==> src/rtl/rs422_uart_rx.sv <==
// 8N1 RS422 UART receiver that samples each bit at its centre.
// Produces a byte/strobe/ack stream with framing-error and overrun pulses.
module rs422_uart_rx #(
    parameter int BAUD_RATE       = 115200,
    parameter int CLOCK_FREQUENCY = 100000000
) (
    input  logic       OPB_CLK,
    input  logic       OPB_RST_N,
    input  logic       RX,
    output logic [7:0] DATA_OUT,
    output logic       DATA_OUT_STB,
    input  logic       DATA_OUT_ACK,
    output logic       FRAME_ERR,
    output logic       OVERRUN,
    output logic       BUSY
);
    localparam int CLKS_PER_BIT = CLOCK_FREQUENCY / BAUD_RATE;
    localparam int HALF_BIT     = CLKS_PER_BIT / 2;
    localparam int CNT_W        = $clog2(CLKS_PER_BIT) + 1;
    localparam logic [CNT_W-1:0] HALF_LAST = CNT_W'(HALF_BIT - 1);
    localparam logic [CNT_W-1:0] BIT_LAST  = CNT_W'(CLKS_PER_BIT - 1);

    typedef enum logic [2:0] {IDLE, START, DATA, STOP, BREAK} state_t;

    state_t           state, state_n;
    logic             rx_meta, rx_s;
    logic [CNT_W-1:0] cnt, cnt_n;
    logic [2:0]       bit_idx, bit_idx_n;
    logic [7:0]       shreg, shreg_n;
    logic             load, ovr, ferr;

    always_ff @(posedge OPB_CLK or negedge OPB_RST_N) begin
        if (!OPB_RST_N) begin
            rx_meta <= 1'b1;
            rx_s    <= 1'b1;
        end else begin
            rx_meta <= RX;
            rx_s    <= rx_meta;
        end
    end

    always_ff @(posedge OPB_CLK or negedge OPB_RST_N) begin
        if (!OPB_RST_N) begin
            state   <= IDLE;
            cnt     <= '0;
            bit_idx <= '0;
            shreg   <= '0;
        end else begin
            state   <= state_n;
            cnt     <= cnt_n;
            bit_idx <= bit_idx_n;
            shreg   <= shreg_n;
        end
    end

    // cnt holds (cycles since the last sample point) - 1, so each sample
    // fires when cnt reaches the last count of its interval.
    always_comb begin
        state_n   = state;
        cnt_n     = cnt + 1'b1;
        bit_idx_n = bit_idx;
        shreg_n   = shreg;
        load      = 1'b0;
        ovr       = 1'b0;
        ferr      = 1'b0;
        case (state)
            IDLE: begin
                cnt_n = '0;
                if (!rx_s) state_n = START;
            end
            START: begin
                if (cnt == HALF_LAST) begin
                    cnt_n     = '0;
                    bit_idx_n = '0;
                    state_n   = rx_s ? IDLE : DATA;
                end
            end
            DATA: begin
                if (cnt == BIT_LAST) begin
                    cnt_n   = '0;
                    shreg_n = {rx_s, shreg[7:1]};
                    if (bit_idx == 3'd7) state_n = STOP;
                    else bit_idx_n = bit_idx + 3'd1;
                end
            end
            STOP: begin
                if (cnt == BIT_LAST) begin
                    cnt_n = '0;
                    if (rx_s) begin
                        state_n = IDLE;
                        if (!DATA_OUT_STB || DATA_OUT_ACK) load = 1'b1;
                        else ovr = 1'b1;
                    end else begin
                        state_n = BREAK;
                        ferr    = 1'b1;
                    end
                end
            end
            BREAK: begin
                cnt_n = '0;
                if (rx_s) state_n = IDLE;
            end
            default: state_n = IDLE;
        endcase
    end

    // A new byte in the same cycle as an ack replaces the old one, STB stays up.
    always_ff @(posedge OPB_CLK or negedge OPB_RST_N) begin
        if (!OPB_RST_N) begin
            DATA_OUT     <= 8'h00;
            DATA_OUT_STB <= 1'b0;
            FRAME_ERR    <= 1'b0;
            OVERRUN      <= 1'b0;
        end else begin
            FRAME_ERR <= ferr;
            OVERRUN   <= ovr;
            if (load) begin
                DATA_OUT     <= shreg;
                DATA_OUT_STB <= 1'b1;
            end else if (DATA_OUT_STB && DATA_OUT_ACK) begin
                DATA_OUT_STB <= 1'b0;
            end
        end
    end

    assign BUSY = (state != IDLE);

endmodule

==> config.mk <==
export PLATFORM = sky130hd
export DESIGN_NAME = rs422_uart_rx
export DESIGN_NICKNAME = d
export VERILOG_FILES = /design/src/rtl/rs422_uart_rx.sv
export SDC_FILE = /design/constraint.sdc
export NUM_CORES = 1
export LEC_CHECK = 0
export BUFFER_PORTS_ARGS = -buffer_cell sky130_fd_sc_hd__buf_2
export CORE_ASPECT_RATIO = 0.5
export CORE_UTILIZATION = 52
export CTS_CLUSTER_DIAMETER = 150
export DETAILED_ROUTE_END_ITERATION = 8
export PLACE_DENSITY = 0.74
export SLEW_MARGIN = 40
export SYNTH_ARGS = -nofsm -noshare
export SYNTH_HDL_FRONTEND = slang
export SYNTH_SLANG_ARGS = --single-unit
==> constraint.sdc <==
create_clock -name OPB_CLK -period 2 [get_ports OPB_CLK]
set_input_delay 0 -clock OPB_CLK [delete_from_list [all_inputs] [get_ports OPB_CLK]]
set_output_delay 0 -clock OPB_CLK [all_outputs]
set_load 0.01 [all_outputs]
Yosys cells after proc, flatten, opt, wreduce, memory -nomap -nowiden. Index checks and enable logic that the tools add are counted.

Add/sub/neg operators: 2. Eq/ne operators: 14. Muxes and demuxes: 29. Reduce and logical (&&, ||, !) cells: 12.

Operators with widths (number): $pmux 11 s3 (1); $mux 3 (10); $mux 11 (2); $pmux 3 s5 (1); $ne 2x2->1 const B (7); $mux 1 (13); $add 11x1->11 const B (1); $eq 11x10->1 const B (1); $eq 11x9->1 const B (1); $eq 3x2->1 const B (2); $eq 3x3->1 const B (2); $pmux 3 s2 (1); $reduce_and 6->1 (1); $reduce_and 4->1 (1); $reduce_bool 2->1 (2); $reduce_or 2->1 (2); $add 3x1->3 const B (1); $eq 3x1->1 const B (1); $logic_not 3->1 (1); $reduce_bool 3->1 (1); $mux 2 (1); $reduce_and 2->1 (1); $logic_and 1x1->1 (1); $logic_not 1->1 (1); $logic_or 1x1->1 (1).

Register bits: 38. Input port bits: 4. Output and inout port bits: 12. Logic and storage cells: 67.

Depth between registers and ports, before layout.
Depth after elaboration: 7. Mapped depth: 7. Depth with buffers taken out: 6.

Least setup slack after synthesis. No wires, ideal clock.

Path type: register -> register. Start point: register cnt[0]. End point: register DATA_OUT[0]. Setup time: 125 ps. Arrival: 1841 ps. Required time: 1875 ps. Path slack: 34 ps. Stages on the path, launching flop included: 7. Path buffers: 1. Clock period less this slack: 1966 ps. Cells stage by stage: dfrtp_1 ha_1 nor3b_4 nand3_4 or3b_1 buf_6 mux2_4.

Word-level cells in the longest chain between the ends: 3.

Ends and longest elaborated chain: from (decl) (line 27) `logic [CNT_W-1:0] cnt, cnt_n;`; from (signal assigned) (line 50) `cnt <= cnt_n;`; $eq 11x10->1 (line 87) `if (cnt == BIT_LAST) begin`; $mux 1 (line 87); $mux 1 (line 66) `case (state)`; to (signal assigned) (line 118) `DATA_OUT <= shreg;`; to (decl) (line 10) `output logic [7:0] DATA_OUT,`.

Every way passes these cells. A chain may end at the register's enable or synchronous reset.

Final worst setup path.
Start point: register cnt[1]. End point: register DATA_OUT[2].

Same word-level chain as after synthesis.

==> flow_metrics.py <==
metrics = {
    "worst_setup_path": {
        "cp.arrival_ps": 2070,
        "endpoint_kind": "flip-flop",
        "crit_path_max_fanout": 8,
        "path_class": "reg -> reg",
        "cp.required_ps": 2180,
        "startpoint_type": "flip-flop",
    },
    "hold_path": {
        "worstHoldPathType": "in -> async",
    },
    "clocking": {
        "clkTransAtPathRegs_ps": 80,
        "cts.sinks": 38,
        "cts_max_level": 2,
        "clockBufferDepth": 2,
        "root_buffer": "clkbuf_8",
        "worst_skew_pair.late_latency_ps": 290,
        "cts_tree": "yes",
        "numCtsBuffers": 5,
    },
    "cells_and_area": {
        "final_cells": 216,
        "finish.net_count": 183,
        "fillers": 248,
        "area_delta_synth_final_pct": 20.31,
        "drive_gt1_frac": 0.3352,
        "antennaDiodeCount": 0,
    },
    "timing": {
        "slew_violations": 0,
        "finalCriticalPeriod_ps": 1886,
        "worstMarginPinSlew_ps": 464.6,
        "report.final.hold_viol_count": 0,
        "setup_violations": 0,
        "fmax_ghz": 0.5303,
        "rsz0062_at_grt": "no",
        "fin_worst_skew_ps": 10.82,
        "fin_ws_ps": 114.2,
        "timing.final.crit_share": 0.9429,
        "relSlewSlack": 0.6903,
    },
    "floorplan": {
        "fp.dieH_um": 43.23,
        "num_rows": 14,
        "ioPinCount": 16,
        "die_x_um": 84.46,
        "core_mm2": 0.003118,
        "dieArea_mm2": 0.003651,
        "initial_utilization": 0.5670,
    },
    "placed_design": {
        "placed_cells": 204,
        "place_ws_ps": -18.52,
        "port_buffers": 15,
        "place_congestion": 0.7953,
        "dpl.hpwl_mm": 2.146,
    },
    "logic_synthesis": {
        "synth_fa_ha_area_frac": 0.02831,
        "yosys.area.top_type": "dfrtp_1",
        "synth.area.top_cells": "dfrtp_1 51%, mux2_4 6.8%, mux2_2 5.7%, nor2_1 3.2%, dfstp_2 3.0%",
        "synth_top_area_frac": 0.5096,
        "yosysSeqAreaShare": 0.5393,
        "synth_top_family_by_area": "simple AND/OR/NAND/NOR gates",
        "synth_edf_count": 0,
        "synth_compound_area_frac": 0.05449,
        "synth-xor-area-share": 0.04954,
        "yosysMostFrequentCell": "dfrtp_1",
        "async_flop_share": 1.000,
        "muxShareOfSynthArea": 0.1253,
        "synth_nets": 152,
        "synthesis.area_mm2": 0.001768,
        "netlist_instances": 144,
        "synth.distinct_cells": 37,
        "ys_warn_count": 0,
        "syn_area_per_cell_um2": 12.28,
        "synthTopCellsByCount": "36 x dfrtp_1, 15 x nor2_1, 9 x mux2_2, 8 x mux2_4, 7 x nand4_1",
        "synthFlopType": "dfrtp_1",
        "synth-seq-cells": 38,
        "synthSimpleGateAreaFrac": 0.1819,
    },
    "grt": {
        "first_global_vias": 1237,
        "overflow": 0,
        "grtUsageTotal": 0.2114,
        "grt_first_pass_wirelength_mm": 5.706,
        "met1_usage": 0.2528,
        "grt_use_met3": 0.05837,
        "met2_usage": 0.3574,
        "grt_antenna_before_repair": 0,
        "grt_max_degree": 39,
        "busiest_layer": "met2",
    },
    "detailed_routing": {
        "drc": 3,
        "vias": 1187,
        "viasPerCell": 5.495,
        "drt-initial-drc-count": 30,
        "ant_nets": 0,
        "avgRoutedWirePerCell_um": 14.73,
        "firstDrtPassIters": 6,
        "routed_wl_mm": 3.182,
    },
    "run_status": {
        "status": "finished, violations left",
        "violations": "DRC",
    },
    "power": {
        "vdd_drop_max_uv": 318.5,
        "p_leak_nw": 1.047,
        "power_density_mw_per_mm2": 755.8,
        "p_total_mw": 1.608,
    },
    "job": {
        "max_cap_violations": 0,
    },
}
[flip-flops by register name (all words and copies together) (netlist names), 3 cells and up]
register / cells
state: 3
cnt: 11
bit_idx: 3
DATA_OUT: 8
shreg: 8
[final timing paths]
| kind | endpoint | depth (start not counted) | slack, ps | startpoint |
|---|---|---|---|---|
| min in group OPB_CLK | rx_meta$_DFF_PN1_ | 2 | 360 | RX |
| setup / recovery | DATA_OUT[2]$_DFFE_PN0P_ | 5 | 110 | cnt[1]$_DFF_PN0_ |
| setup reg to reg | DATA_OUT[2]$_DFFE_PN0P_ | 5 | 110 | cnt[1]$_DFF_PN0_ |
| hold reg to reg | rx_s$_DFF_PN1_ | 0 | 360 | rx_meta$_DFF_PN1_ |
| max in group asynchronous | rx_s$_DFF_PN1_ | 2 | 1440 | OPB_RST_N |
| hold / removal | cnt[0]$_DFF_PN0_ | 2 | 190 | OPB_RST_N |
[timing repair]
action                                  4_1_cts  5_1_grt
gates resized for setup                       1        0
endpoints found under the setup margin        8        1
endpoints found under the hold margin        38        0
pin swaps                                     0        1
setup buffers                                 0        1
hold buffers                                  3        0
[metal layers]
layer  part of all wire  vias to the layer above
li1                   -                      567
met1               0.47                      598
met2               0.48                       17
met3              0.034                        5
met4              0.015                        0
met5                  0                        -
[worst max-delay path: stages, from the launching register on]
cell     delay, ps
dfrtp_1        390
ha_1           180
nor3b_4        270
nand3_4        100
or3b_4         500
mux2_4         320
[cells by family after synthesis]
kind of cell,count (synthesis)
muxes,17
DFF,38
and+or+nand+nor,54
xor gates and xnor gates,10
adders and majority gates,4
buffers and inverters,8
AOI/OAI and AO/OA,13
[per-stage QoR]
stage                     area, µm²  hold slack, ps  utilization  TNS [ps]
after global routing           2127           242.3       0.6822         0
final                          2127           194.5       0.6822         0
after global placement         1942           105.3       0.6228         0
after floorplan                1768          -295.6            -         0
after detailed placement       1942           106.9       0.6228    -101.2
after CTS                      2117           350.6       0.6790         0
[placed cells by master (no fill, tap or decap), drive strengths merged, types with 2 or more instances in the layout]
cell type     n
clkbuf        6
nand4         7
nand3         5
nor3          5
nand2b        2
o21ai         3
a22o          3
and4          2
dfrtp        36
nor3b         3
nand2         6
inv           3
nor2         15
nor2b         3
and3          2
dlygate4sd3   3
mux2         17
xnor2         4
buf          26
dfstp         2
ha            4
xor2          6
bufinv        2
[cell type report]
type                            count  area [µm²]  share of cell area
Tap cell                           40       50.05             0.02353
Clock buffer                        6       82.58             0.03882
Clock inverter                      2       60.06             0.02824
Timing Repair Buffer               29       190.2             0.08941
Multi-Input combinational cell     98       779.5              0.3665
Sequential cell                    38       953.4              0.4482
Inverter                            3       11.26            0.005294
[report_power, final]
group / switching [mW] / leakage [nW] / internal [mW]
Sequential: 0.00207 / 0.509 / 0.771
Clock: 0.280 / 0.0714 / 0.532
Combinational: 0.0154 / 0.466 / 0.00698
Note: power is estimated with default switching activity, not from simulation.
